## config.mk

```make
export PLATFORM = sky130hd
export DESIGN_NAME = data_sram_responder
export DESIGN_NICKNAME = d
export VERILOG_FILES = /design/src/rtl/data_sram_responder.sv
export SDC_FILE = /design/constraint.sdc
export NUM_CORES = 1
export LEC_CHECK = 0
export CORE_UTILIZATION = 42
export CTS_CLUSTER_SIZE = 30
export DETAILED_ROUTE_END_ITERATION = 16
export PLACE_DENSITY = 0.81
export RECOVER_POWER = 100
export SLEW_MARGIN = 20
export SYNTH_ARGS = -nofsm -noshare
export SYNTH_HDL_FRONTEND = slang
export SYNTH_SLANG_ARGS = --single-unit
```

## constraint.sdc

```tcl
create_clock -name clk -period 2.4 [get_ports clk]
set_input_delay 0.24 -clock clk [delete_from_list [all_inputs] [get_ports clk]]
set_output_delay 0.24 -clock clk [all_outputs]
set_load 0.005 [all_outputs]
```

## src/rtl/data_sram_responder.sv

```systemverilog
// data_sram_responder: turns each CPU data-port access into exactly one req/ack bus transaction per stall window
module data_sram_responder #(
  parameter int AW    = 32,
  parameter int DW    = 32,
  parameter int CNT_W = 32
) (
  input  logic             clk,
  input  logic             rst,
  input  logic             data_sram_en,
  input  logic [DW/8-1:0]  data_sram_wen,
  input  logic [AW-1:0]    data_sram_addr,
  input  logic [DW-1:0]    data_sram_wdata,
  input  logic             no_dcache,
  input  logic             longest_stall,
  output logic [DW-1:0]    data_sram_rdata,
  output logic             data_stall,
  output logic             mem_req,
  output logic             mem_wr,
  output logic             mem_uncached,
  output logic [AW-1:0]    mem_addr,
  output logic [DW/8-1:0]  mem_wstrb,
  output logic [DW-1:0]    mem_wdata,
  input  logic             mem_ack,
  input  logic [DW-1:0]    mem_rdata,
  output logic [CNT_W-1:0] stall_cycles
);
  typedef enum logic [1:0] {IDLE, REQ, DONE} state_t;
  state_t state;
  assign data_stall = (state == IDLE && data_sram_en) || state == REQ;
  always_ff @(posedge clk) begin
    if (rst) begin
      state           <= IDLE;
      mem_req         <= 1'b0;
      mem_wr          <= 1'b0;
      mem_uncached    <= 1'b0;
      mem_addr        <= '0;
      mem_wstrb       <= '0;
      mem_wdata       <= '0;
      data_sram_rdata <= '0;
      stall_cycles    <= '0;
    end else begin
      if (data_stall && !(&stall_cycles)) stall_cycles <= stall_cycles + CNT_W'(1);
      if (state == IDLE && data_sram_en) begin
        state        <= REQ;
        mem_req      <= 1'b1;
        mem_wr       <= |data_sram_wen;
        mem_uncached <= no_dcache;
        mem_addr     <= data_sram_addr;
        mem_wstrb    <= data_sram_wen;
        mem_wdata    <= data_sram_wdata;
      end else if (state == REQ && mem_ack) begin
        state   <= DONE;
        mem_req <= 1'b0;
        if (!mem_wr) data_sram_rdata <= mem_rdata;
      end else if (state == DONE && !longest_stall) begin
        // served access stays parked until the pipeline actually advances
        state <= IDLE;
      end
    end
  end
endmodule

```

# After elaboration in Yosys (flattened, before gate mapping)
# Cells that the tools add are included.
[op_classes]
addsub = 1
n_eq_ne = 2
n_mux = 5
n_bitwise = 2
reduce_logical = 15
[ops]
columns = ["operator", "count"]
rows = [
  ["32-bit by 1-bit adder with 32-bit output (second input constant)", 1],
  ["32-bit AND reduction", 1],
  ["1-bit logical AND", 4],
  ["2-bit two-way mux", 2],
  ["2-bit nonzero test", 2],
  ["4-bit OR reduction", 1],
  ["1-bit two-way mux", 3],
  ["3-bit AND reduction", 1],
  ["3-bit nonzero test", 1],
  ["2-bit by 1-bit equality test with 1-bit output (second input constant)", 1],
  ["2-bit equality test (second input constant)", 1],
  ["1-bit zero test", 2],
  ["2-bit zero test", 1],
  ["1-bit NOT", 2],
  ["2-bit OR reduction", 1],
  ["1-bit logical OR", 1],
]
[word_totals]
reg_bits = 137
inputBits = 106
output_inout_bits = 136
word_cells = 35

# Longest topological paths before layout
[depth]
depth_word = 5
ltp_mapped = 8
depth_no_buf = 6

# Worst setup path after synthesis
# OpenSTA, ideal clock, no wires.
[synth_path]
path_kind = "flip-flop to flip-flop"
start = "reg stall_cycles[0]"
end = "reg stall_cycles[1]"
setup_ns = 0.128
arrival_time_ns = 1.838
required_time_ns = 2.272
path_slack_ns = 0.434
path_stages_with_launch = 9
n_path_buf = 2
cell_sequence = "dfxtp_1 -> ha_1 -> and4_1 -> nand4_1 -> o31ai_4 -> buf_6 -> buf_6 -> mux2i_1 -> nor2_1"
[synth_between]
elab_chain_len = 3
elab_cells_between_ends = 4
classes_between = "add/sub: 1; reduce/logical: 3"
[synth_rtl]
columns = ["element", "line", "rtl"]
rows = [
  ["start, declared", "25", "output logic [CNT_W-1:0] stall_cycles"],
  ["start signal, assigned", "42", "if (data_stall && !(&stall_cycles)) stall_cycles <= stall_cycles + CNT_W'(1);"],
  ["branches (longest 3 deep; another with 32-bit by 1-bit adder with 32-bit output)", "--", ""],
]
# Parallel ways; which one is timed is not known.
# A chain may end at the register's enable or synchronous reset.

# Final worst setup path
[layout_path]
start = "reg stall_cycles[0]"
end = "reg stall_cycles[28]"
# The elaborated chain is that of the path after synthesis.

==> flow_summary.html <==
<table>
<tr><th>Metric</th><th>Value</th></tr>
<tr><th colspan="2">Critical path</th></tr>
<tr><td>Delay contributed by the slowest stage of the critical path</td><td>roughly 420 ps</td></tr>
<tr><td>Capturing element type of the critical path</td><td>register</td></tr>
<tr><td>Crit path max-delay family</td><td>simple AND/OR/NAND/NOR gates</td></tr>
<tr><td>Cell at the slowest stage of the critical path</td><td>sky130_fd_sc_hd__nor4_4</td></tr>
<tr><td>CP Launch Type</td><td>register</td></tr>
<tr><td>Buf/Inv on CP</td><td>0</td></tr>
<tr><td>Data arrival time of the worst path</td><td>2550 ps</td></tr>
<tr><td>Cell-by-cell listing of the critical path</td><td>ha_1 &gt; nand4_1 &gt; nor4_4 &gt; nand4b_1 &gt; or3_1 &gt; a21oi_1</td></tr>
<tr><td>Critical path fanouts, max</td><td>6</td></tr>
<tr><td>Required time reported for the critical path endpoint</td><td>2740 ps</td></tr>
<tr><td>Critical path class</td><td>reg -&gt; reg</td></tr>
<tr><th colspan="2">Clock network</th></tr>
<tr><td>Reg clk slew, reported paths</td><td>50 ps</td></tr>
<tr><td>Cts bufs inserted</td><td>17</td></tr>
<tr><td>Number of sinks handled by clock tree synthesis</td><td>137</td></tr>
<tr><td>TritonCTS clock tree</td><td>built</td></tr>
<tr><td>Clock buffer depth</td><td>2</td></tr>
<tr><td>Postcts setup bufs</td><td>0</td></tr>
<tr><td>Root Buffer</td><td>sky130_fd_sc_hd__clkbuf_16</td></tr>
<tr><td>Clock latency on the worst-skew pair</td><td>between 400 and 500 ps</td></tr>
<tr><td>Total number of H-tree levels</td><td>4</td></tr>
<tr><th colspan="2">Timing</th></tr>
<tr><td>Final critical-path setup slack</td><td>191 ps</td></tr>
<tr><td>TNS Setup</td><td>0 ps</td></tr>
<tr><td>Measured slew at the worst slew-check pin</td><td>1250 ps</td></tr>
<tr><td>Final worst clock skew</td><td>5.79 ps</td></tr>
<tr><td>Shortest period the worst path allows</td><td>2210 ps</td></tr>
<tr><td>Final critical-path share of the clock period</td><td>around 92%</td></tr>
<tr><td>Hold Slack</td><td>about 230 ps</td></tr>
<tr><td>Final-report max-slew violation count</td><td>0</td></tr>
<tr><td>Timing-limited maximum frequency</td><td>453 MHz</td></tr>
<tr><td>Final count of negative-setup-slack endpoints</td><td>0</td></tr>
<tr><td>Final Hold Vio Count</td><td>0</td></tr>
<tr><td>Unrepaired setup endpoints after global routing</td><td>no</td></tr>
<tr><td>Normalized max-slew margin</td><td>16.4%</td></tr>
<tr><th colspan="2">Route</th></tr>
<tr><td>Initial DRC count</td><td>365</td></tr>
<tr><td>Total number of vias</td><td>5342</td></tr>
<tr><td>Remaining DRCs</td><td>0</td></tr>
<tr><td>Total Wirelength</td><td>roughly 15000 um</td></tr>
<tr><td>Per-cell via count in the routed design</td><td>roughly 5</td></tr>
<tr><td>Count of nets left with antenna violations after detail routing</td><td>0</td></tr>
<tr><td>DR WL/cell</td><td>13.9 um</td></tr>
<tr><td>Number of detailed-route iterations in the first pass</td><td>4</td></tr>
<tr><th colspan="2">Yosys</th></tr>
<tr><td>Number of standard cells after synthesis</td><td>~660</td></tr>
<tr><td>Post-synthesis net count</td><td>765</td></tr>
<tr><td>Mapped Avg Cell Area</td><td>8.06 sq um</td></tr>
<tr><td>Sequential fraction of the synthesis area</td><td>51.7%</td></tr>
<tr><td>Area of the mapped netlist</td><td>0.00531 sq mm</td></tr>
<tr><td>Number of distinct library cells after synthesis</td><td>44</td></tr>
<tr><td>Register bit total from synthesis</td><td>137</td></tr>
<tr><td>Yosys Warn Count</td><td>0</td></tr>
<tr><th colspan="2">Floorplan</th></tr>
<tr><td>Die Footprint</td><td>0.0131 sq mm</td></tr>
<tr><td>Ports placed on the boundary</td><td>242</td></tr>
<tr><td>Vert. Die Dim</td><td>114 um</td></tr>
<tr><td>Horizontal extent of the die</td><td>114 um</td></tr>
<tr><td>Core Region</td><td>0.0122 sq mm</td></tr>
<tr><td>Starting density of the core</td><td>43.6%</td></tr>
<tr><td>Cell row count</td><td>40</td></tr>
<tr><th colspan="2">Power and ir drop</th></tr>
<tr><td>Highest ir drop seen on vdd</td><td>~480 uV</td></tr>
<tr><td>Net Sw Frac</td><td>22.3%</td></tr>
<tr><td>Proportion of power drawn by combinational gates</td><td>11.9%</td></tr>
<tr><td>Proportion of power drawn by flip-flops and latches</td><td>42.7%</td></tr>
<tr><td>Switching power summed over all nets</td><td>~1.3 mW</td></tr>
<tr><td>Static leakage power</td><td>between 3 and 4 nW</td></tr>
<tr><td>Power density of the placed cells</td><td>675 mW/mm^2</td></tr>
<tr><td>Internal power</td><td>4.44 mW</td></tr>
<tr><td>Clk network pwr share</td><td>approximately 45%</td></tr>
<tr><th colspan="2">Cells and area</th></tr>
<tr><td>Ant diodes</td><td>0</td></tr>
<tr><td>Cell Count, Final, Fillers Out</td><td>~1100</td></tr>
<tr><td>Fill cell total of the finished layout</td><td>996</td></tr>
<tr><td>Seq. cell area</td><td>0.00274 sq mm</td></tr>
<tr><td>Most used cells in the layout excluding fill and tap cells</td><td>sky130_fd_sc_hd__nand2_1, sky130_fd_sc_hd__dfxtp_1, sky130_fd_sc_hd__dlygate4sd3_1, sky130_fd_sc_hd__a21oi_1, sky130_fd_sc_hd__clkdlybuf4s50_1</td></tr>
<tr><td>Most frequent standard cell in the layout excluding fill and tap cells</td><td>sky130_fd_sc_hd__nand2_1</td></tr>
<tr><td>Area used by multi-input combinational logic</td><td>0.00237 sq mm</td></tr>
<tr><td>Share of cells above drive strength 1</td><td>approximately 5.7%</td></tr>
<tr><td>Layout Nets</td><td>996</td></tr>
<tr><td>Layout overhead on the synthesized area</td><td>59.4%</td></tr>
<tr><th colspan="2">Global route</th></tr>
<tr><td>Overall overflow remaining after global route</td><td>0</td></tr>
<tr><td>Wire length of the first global-routing pass</td><td>approximately 23000 um</td></tr>
<tr><td>Pin count of the biggest net entering global routing</td><td>67</td></tr>
<tr><td>Gr usage total</td><td>22.4%</td></tr>
<tr><td>Vias in the first global route</td><td>4778</td></tr>
<tr><td>Antenna violations before repair</td><td>0</td></tr>
<tr><th colspan="2">Flow run</th></tr>
<tr><td>Max-cap violation count</td><td>0</td></tr>
<tr><th colspan="2">Placed design</th></tr>
<tr><td>Routability congestion estimate</td><td>0.866</td></tr>
<tr><td>Setup slack at placement</td><td>167 ps</td></tr>
<tr><td>Count of input and output buffers</td><td>about 240</td></tr>
<tr><td>Post-detailed-placement half-perimeter wirelength</td><td>10400 um</td></tr>
<tr><td>Number of placed instances with taps included</td><td>approximately 1000</td></tr>
<tr><th colspan="2">Run status</th></tr>
<tr><td>Run status</td><td>complete, no violations</td></tr>
<tr><th colspan="2">Min path</th></tr>
<tr><td>HP Class</td><td>in -&gt; reg</td></tr>
</table>
## registers in the layout (all words and copies together), names as in the netlist
name / flops
mem_wr: 1
mem_addr: 32
mem_wdata: 32
mem_wstrb: 4
data_sram_rdata: 32
state: 2
stall_cycles: 32
mem_req: 1
mem_uncached: 1
## worst reg2reg max path: cells and delay by family, from the launching register on
family                   cells  cell delay [ps]
flip-flops                   1              400
AND/OR/NAND/NOR              4             1360
adder cells (fa/ha/maj)      1              230
AO/OA/AOI/OAI                1              140
## metrics by stage
stage / util, % / instance area, sq um / total power, mW
after floorplan: - / 5310 / 2.76
after global placement: 64.9 / 7890 / 3.21
after CTS: 69.7 / 8480 / 5.81
after detailed placement: 64.9 / 7890 / 3.22
after global routing: 69.5 / 8460 / 5.94
final: 69.5 / 8460 / 5.71
## metal layers
| layer | part of all wire, % | global-route usage (%) | vias to the layer above |
|---|---|---|---|
| li1 | - | - | 2705 |
| met4 | 2.7 | 11.1 | 0 |
| met5 | 0 | 0 | - |
| met2 | 47 | 36.2 | 204 |
| met3 | 9.8 | 8.68 | 33 |
| met1 | 40 | 25.9 | 2400 |
## final timing paths
check,startpoint,endpoint,slack (ps),depth (start not counted)
min reg2reg,mem_addr[4],mem_addr[4],450,2
min,rst,stall_cycles[0],230,2
max,stall_cycles[0],stall_cycles[28],190,6
max reg2reg,stall_cycles[0],stall_cycles[28],190,6
## what timing repair did
item                                    4_1_cts  5_1_grt
gates resized for setup                       0        2
hold buffers                                  0        0
endpoints found under the setup margin        0        2
## power by group through the flow
stage,Sequential [mW],Combinational (mW),Clock (mW)
4_1_cts,2.44,0.732,2.64
2_1_floorplan,2.50,0.257,0
5_1_grt,2.45,0.744,2.75
6_report,2.44,0.679,2.59
3_5_place_dp,2.49,0.727,0
3_3_place_gp,2.49,0.721,0
## synth_stat cells
| cell | count | area [sq um] |
|---|---|---|
| sky130_fd_sc_hd__nor2_1 | 22 | 82.6 |
| sky130_fd_sc_hd__and4_1 | 4 | 35.0 |
| sky130_fd_sc_hd__nand3_1 | 14 | 70.1 |
| sky130_fd_sc_hd__nand4b_1 | 1 | 8.76 |
| sky130_fd_sc_hd__buf_2 | 2 | 10.0 |
| sky130_fd_sc_hd__nand4_1 | 6 | 37.5 |
| sky130_fd_sc_hd__nand2_1 | 212 | 796 |
| sky130_fd_sc_hd__o21ai_0 | 6 | 30.0 |
| sky130_fd_sc_hd__mux2_4 | 1 | 15.0 |
| sky130_fd_sc_hd__ha_1 | 1 | 12.5 |
| sky130_fd_sc_hd__mux2_1 | 3 | 33.8 |
| sky130_fd_sc_hd__buf_6 | 2 | 22.5 |
| sky130_fd_sc_hd__o211ai_1 | 2 | 15.0 |
| sky130_fd_sc_hd__dfxtp_1 | 137 | 2740 |
| sky130_fd_sc_hd__mux2i_1 | 1 | 10.0 |
| sky130_fd_sc_hd__buf_1 | 5 | 18.8 |
| sky130_fd_sc_hd__o311ai_0 | 1 | 8.76 |
| sky130_fd_sc_hd__o311ai_1 | 1 | 8.76 |
| sky130_fd_sc_hd__nor2b_1 | 3 | 18.8 |
| sky130_fd_sc_hd__or3_1 | 14 | 87.6 |
| sky130_fd_sc_hd__inv_1 | 8 | 30.0 |
| sky130_fd_sc_hd__nand3_2 | 1 | 10.0 |
| sky130_fd_sc_hd__or3b_2 | 1 | 8.76 |
| sky130_fd_sc_hd__nand4_2 | 3 | 37.5 |
| sky130_fd_sc_hd__o31ai_1 | 5 | 37.5 |
| sky130_fd_sc_hd__nor4_2 | 3 | 37.5 |
| sky130_fd_sc_hd__and4_4 | 1 | 11.3 |
| sky130_fd_sc_hd__nand4_4 | 1 | 21.3 |
| sky130_fd_sc_hd__xnor2_1 | 2 | 17.5 |
| sky130_fd_sc_hd__clkbuf_1 | 32 | 120 |
| sky130_fd_sc_hd__o21bai_2 | 1 | 11.3 |
| sky130_fd_sc_hd__a211oi_1 | 2 | 15.0 |
| sky130_fd_sc_hd__a21oi_1 | 123 | 616 |
| sky130_fd_sc_hd__o21ai_1 | 8 | 40.0 |
| sky130_fd_sc_hd__nor3b_1 | 2 | 15.0 |
| sky130_fd_sc_hd__a211o_1 | 1 | 8.76 |
| sky130_fd_sc_hd__nor4_1 | 4 | 25.0 |
| sky130_fd_sc_hd__o41ai_1 | 2 | 17.5 |
| sky130_fd_sc_hd__nor3_1 | 1 | 5.00 |
| sky130_fd_sc_hd__nand3b_1 | 1 | 7.51 |
| sky130_fd_sc_hd__xor2_1 | 6 | 52.6 |
| sky130_fd_sc_hd__or4_1 | 6 | 45.0 |
| sky130_fd_sc_hd__and3_1 | 5 | 31.3 |
| sky130_fd_sc_hd__o31ai_4 | 1 | 21.3 |
## kinds of logic (layout without fill, tap and decap cells)
logic type | Yosys count | after routing | synth area share [%]
DFF | 137 | 137 | 51.7
AOI/OAI and AO/OA | 153 | 153 | 15.6
and+or+nand+nor | 305 | 305 | 26.2
xor gates and xnor gates | 8 | 8 | 1.32
buffers and inverters | 49 | 292 | 3.80
muxes | 5 | 5 | 1.11
adders and majority gates | 1 | 1 | 0.236
## area by class of cell
class | count | area share (%)
tap | 168 | 2.49
multi-input combinational | 472 | 28.1
inverter | 8 | 0.355
clock buffer | 23 | 5.53
timing repair buffer | 253 | 29.7
sequential | 137 | 32.4
clock inverter | 8 | 1.42
Power figures use the tool's default switching activity.
